===== src/rtl/bcd_pkg.sv =====
`default_nettype none
// ---------------------------------------------------------------------------
// bcd_pkg : FSM states, digit-correction constant and digit-count sizing helper
// Revision: 1.0
// ---------------------------------------------------------------------------
package bcd_pkg;

  typedef enum logic [1:0] {
    IDLE  = 2'd0,
    SHIFT = 2'd1,
    DONE  = 2'd2
  } bcd_state_t;

  localparam logic [3:0] BCD_ADJ = 4'd3;

  // ceil(bin_w * log10(2)) with log10(2) held as 0.30103 in fixed point
  function automatic int min_digits(input int bin_w);
    return (bin_w * 30103 + 99999) / 100000;
  endfunction

endpackage
`default_nettype wire


===== src/rtl/bcd_add3_cell.sv =====
`default_nettype none
// ---------------------------------------------------------------------------
// bcd_add3_cell : one-digit double-dabble correction (d >= 5 ? d + 3 : d)
// Revision: 1.0
// ---------------------------------------------------------------------------
module bcd_add3_cell
  import bcd_pkg::*;
(
  input  logic [3:0] din,
  output logic [3:0] dout
);

  assign dout = (din >= 4'd5) ? (din + BCD_ADJ) : din;

endmodule
`default_nettype wire


===== src/rtl/bcd_seq_converter.sv =====
`default_nettype none
// ---------------------------------------------------------------------------
// bcd_seq_converter : bit-serial binary-to-BCD converter with valid/ready I/O
// Revision: 1.0
// ---------------------------------------------------------------------------
module bcd_seq_converter
  import bcd_pkg::*;
#(
  parameter  int BIN_W  = 8,
  parameter  int DIGITS = 3,
  localparam int ND_W   = $clog2(DIGITS + 1)
) (
  input  logic                  clk,
  input  logic                  rst,
  input  logic                  in_valid,
  output logic                  in_ready,
  input  logic [BIN_W-1:0]      binary_in,
  output logic                  out_valid,
  input  logic                  out_ready,
  output logic [4*DIGITS-1:0]   bcd_out,
  output logic [ND_W-1:0]       ndigits,
  output logic                  busy
);

  localparam int CNT_W = $clog2(BIN_W + 1);

  if (DIGITS < min_digits(BIN_W)) begin : g_digits_check
    $error("bcd_seq_converter: DIGITS too small for BIN_W");
  end

  bcd_state_t            state, state_next;
  logic [BIN_W-1:0]      bin_sr;
  logic [4*DIGITS-1:0]   bcd_acc;
  logic [4*DIGITS-1:0]   bcd_adj;
  logic [4*DIGITS-1:0]   bcd_shifted;
  logic [CNT_W-1:0]      cnt;
  logic [ND_W-1:0]       nd_reg;
  logic [ND_W-1:0]       nd_next;
  logic                  load;
  logic                  last_shift;

  for (genvar k = 0; k < DIGITS; k++) begin : g_add3
    bcd_add3_cell u_cell (
      .din  (bcd_acc[4*k +: 4]),
      .dout (bcd_adj[4*k +: 4])
    );
  end

  // Corrected digits shift left, pulling in the next binary MSB
  assign bcd_shifted = {bcd_adj[4*DIGITS-2:0], bin_sr[BIN_W-1]};

  always_comb begin
    nd_next = ND_W'(1);
    for (int k = 1; k < DIGITS; k++) begin
      if (bcd_shifted[4*k +: 4] != 4'd0) nd_next = ND_W'(k + 1);
    end
  end

  always_ff @(posedge clk or posedge rst) begin
    if (rst) state <= IDLE;
    else     state <= state_next;
  end

  always_comb begin
    state_next = state;
    in_ready   = 1'b0;
    out_valid  = 1'b0;
    busy       = 1'b1;
    load       = 1'b0;
    last_shift = 1'b0;
    unique case (state)
      IDLE: begin
        in_ready = 1'b1;
        busy     = 1'b0;
        if (in_valid) begin
          load       = 1'b1;
          state_next = SHIFT;
        end
      end
      SHIFT: begin
        if (cnt == CNT_W'(1)) begin
          last_shift = 1'b1;
          state_next = DONE;
        end
      end
      DONE: begin
        out_valid = 1'b1;
        if (out_ready) state_next = IDLE;
      end
      default: state_next = IDLE;
    endcase
  end

  always_ff @(posedge clk or posedge rst) begin
    if (rst) begin
      bin_sr  <= '0;
      bcd_acc <= '0;
      cnt     <= '0;
      nd_reg  <= ND_W'(1);
    end else if (load) begin
      bin_sr  <= binary_in;
      bcd_acc <= '0;
      cnt     <= CNT_W'(BIN_W);
    end else if (state == SHIFT) begin
      bin_sr  <= bin_sr << 1;
      bcd_acc <= bcd_shifted;
      cnt     <= cnt - CNT_W'(1);
      if (last_shift) nd_reg <= nd_next;
    end
  end

  assign bcd_out = bcd_acc;
  assign ndigits = nd_reg;

endmodule
`default_nettype wire


===== config.mk =====
export PLATFORM = sky130hd
export DESIGN_NAME = bcd_seq_converter
export DESIGN_NICKNAME = d
export VERILOG_FILES = /design/src/rtl/bcd_pkg.sv /design/src/rtl/bcd_add3_cell.sv /design/src/rtl/bcd_seq_converter.sv
export SDC_FILE = /design/constraint.sdc
export NUM_CORES = 1
export LEC_CHECK = 0
export CAP_MARGIN = 20
export CORE_UTILIZATION = 51
export CTS_CLUSTER_SIZE = 16
export DETAILED_ROUTE_END_ITERATION = 16
export PLACE_DENSITY = 0.79
export SLEW_MARGIN = 10
export SYNTH_ARGS = -nofsm -noshare
export SYNTH_HDL_FRONTEND = slang
export SYNTH_SLANG_ARGS = --single-unit

===== constraint.sdc =====
create_clock -name clk -period 2.4 [get_ports clk]
set_clock_uncertainty 0.2 [all_clocks]
set_input_delay 0.48 -clock clk [delete_from_list [all_inputs] [get_ports clk]]
set_output_delay 0.48 -clock clk [all_outputs]
set_load 0.02 [all_outputs]

==> results.json <==
{
  "drv_slew": 0,
  "min_period_ps": 2260,
  "p_sw_w": 0.00101,
  "syn_nets": 180,
  "fp.dieW_um": 55.7,
  "max_freq_mhz": 442,
  "layout_commonest_cell": "clkdlybuf4s50_1",
  "setup_viol": 0,
  "start_kind": "flop",
  "gr-total-overflow": 0,
  "n_fill_cell": 226,
  "grt_pass1_vias": 1226,
  "coreArea_um2": 2730,
  "clkTransAtPathRegs_ps": 140,
  "cp.required_ps": 1720,
  "post-dp-hpwl_um": 2320,
  "min_period_over_period_pct": 94.3,
  "ys_seq_elements": 28,
  "synthDistinctLibCells": 31,
  "dpl-instance-area_um2": 1810,
  "regArea_um2": 703,
  "swShare_pct": 43.2,
  "antenna_cells": 0,
  "hold_viol_final": 0,
  "ys_seq_area_share_pct": 47.7,
  "slew_headroom_pct": 69.2,
  "ctsHoldBuffers": 0,
  "cts_buffer_depth": 2,
  "hold_path.class": "in -> async",
  "multi_input_area_um2": 702,
  "die_h_um": 55.7,
  "numPortBuffers": 28,
  "yosys_warnings": 0,
  "async_flop_share_pct": 100,
  "pwr_density_cell_nw_per_um2": 1260,
  "clock_sink_count": 28,
  "via_per_inst": 5.58,
  "critPathKind": "reg -> out",
  "finalNetCount": 216,
  "max_cap_violations": 0,
  "h-tree-depth": 1,
  "clk_latency_ps": 320,
  "drt_iter0_drc": 16,
  "pwr-share-clk_pct": 8.5,
  "root_buffer": "clkbuf_4",
  "max_slew.worst_pin.slew_ps": 461,
  "utilization_pct": 68.0,
  "num_rows": 19,
  "peakVddDrop_mv": 0.828,
  "rsz0062_at_grt": "no",
  "cellLeakagePower_nw": 0.813,
  "syn-cell-area_um2": 1470,
  "avgSynthCellArea_um2": 9.19,
  "grt_pass1_wl_um": 5360,
  "p_int_w": 0.00133,
  "cts_tree": "yes",
  "drc": 0,
  "grt_use_total_pct": 22.0,
  "dp_cells": 220,
  "syn_inst": 160,
  "firstDrtPassIters": 4,
  "design.die.area_um2": 3100,
  "drive_gt1_share_pct": 8.21,
  "combPwrFrac_pct": 54.3,
  "final_cell_mix": "clkdlybuf4s50_1 (27), o21ai_0 (26), dfrtp_1 (26)",
  "routed-via-count": 1260,
  "drt_wl_total_um": 3070,
  "synth_edf_count": 0,
  "arrival_ps": 1580,
  "wl_per_cell_um": 13.6,
  "crit_path_end_kind": "output port",
  "cp_max_fo": 7,
  "grt_max_degree": 17,
  "ios": 29,
  "cts_buffers": 3,
  "start_util_pct": 53.8,
  "status": "completed",
  "area_delta_synth_final_pct": 26.4,
  "seq_power_share_pct": 37.2,
  "hold_slack_ps": 165,
  "fin_area_um2": 1860,
  "finalNonFillerCells": 226,
  "gp_congestion": 0.756,
  "antenna_left": 0,
  "synthFlopType": "dfrtp_1",
  "antenna_found_initial": 0,
  "setup_tns_ps": 0
}
[state kept, by name, indices dropped and copies added, names as in the netlist]
| register | flops |
|---|---|
| bcd_out | 12 |
| bin_sr | 8 |
| cnt | 4 |
| ndigits | 2 |
| state | 2 |
[what timing repair did]
| item | CTS | global route |
|---|---|---|
| buffers inserted | 0 | 2 |
| endpoints found under the setup margin | 3 | 3 |
| gates resized for setup | 1 | 1 |
[layer usage]
layer  global-route usage, %  part of all wire [%]
met1                    26.0                    44
met2                    40.3                    52
met3                    4.19                   3.2
met4                    6.79                   1.3
met5                       0                     0
[power groups by stage]
stage	logic, W	clock network (W)	registers [W]
6_report	0.00127	0.000198	0.000869
5_1_grt	0.00142	0.000224	0.000903
4_1_cts	0.00126	0.000205	0.000878
3_5_place_dp	0.00125	0	0.000889
3_3_place_gp	0.00119	0	0.000872
2_1_floorplan	0.000733	0	0.000954
[final timing paths]
kind / startpoint / endpoint / slack (ps) / cells after the start
setup / recovery: state[0] / out_valid / 140 / 2
hold / removal: rst / bcd_out[6] / 160 / 2
setup reg to reg: bcd_out[8] / ndigits[1] / 390 / 7
hold reg to reg: bin_sr[7] / bin_sr[7] / 310 / 2
max in group asynchronous: rst / ndigits[0] / 1290 / 3
min in group clk: bin_sr[7] / bin_sr[7] / 310 / 2
[area by class of cell]
cell class | instances | area share, %
inverters | 12 | 2.42
clock buffers | 4 | 1.41
repair buffers | 36 | 18.5
flip-flops and latches | 28 | 37.8
well taps | 31 | 2.09
multi-input cells | 115 | 37.8
[per-stage QoR]
stage          power (W)  worst slack [ps]
6_report         0.00234               137
5_1_grt          0.00254              62.1
4_1_cts          0.00234              13.7
3_5_place_dp     0.00214               328
3_3_place_gp     0.00206               360
2_1_floorplan    0.00169               494
[kinds of logic (layout without fill, tap and decap cells)]
kind of cell / Yosys count / after routing / synth area share, %
AND/OR/NAND/NOR: 50 / 50 / 16.3
adder cells (fa/ha/maj): 8 / 8 / 6.81
AO/OA/AOI/OAI: 52 / 52 / 21.5
multiplexers: 2 / 2 / 1.36
XOR/XNOR: 3 / 3 / 1.79
flip-flops: 28 / 28 / 47.7
buffers and inverters: 17 / 52 / 4.51
[Yosys cell counts, types with 2 or more instances]
cell | number | area [um^2]
nand2_1 | 24 | 90.1
dfrtp_1 | 27 | 676
nor2_1 | 7 | 26.3
mux2i_1 | 2 | 20.0
xnor2_1 | 3 | 26.3
o21ai_0 | 26 | 130
nor3b_1 | 3 | 22.5
a21oi_1 | 8 | 40.0
a22oi_1 | 7 | 52.6
nand2b_1 | 4 | 25.0
ha_1 | 8 | 100
a31oi_1 | 2 | 12.5
buf_2 | 2 | 10.0
nor3_1 | 3 | 15.0
inv_1 | 12 | 45.0
nor2b_1 | 3 | 18.8
nand3b_1 | 2 | 15.0
clkbuf_1 | 3 | 11.3
o22a_1 | 2 | 17.5
[critical path, cell delays in order (launching register included)]
cell and delay, ps:
dfrtp_2 470, nor2b_1 170, clkdlybuf4s50_1 620
No activity file was read; power rests on OpenSTA's default activity.
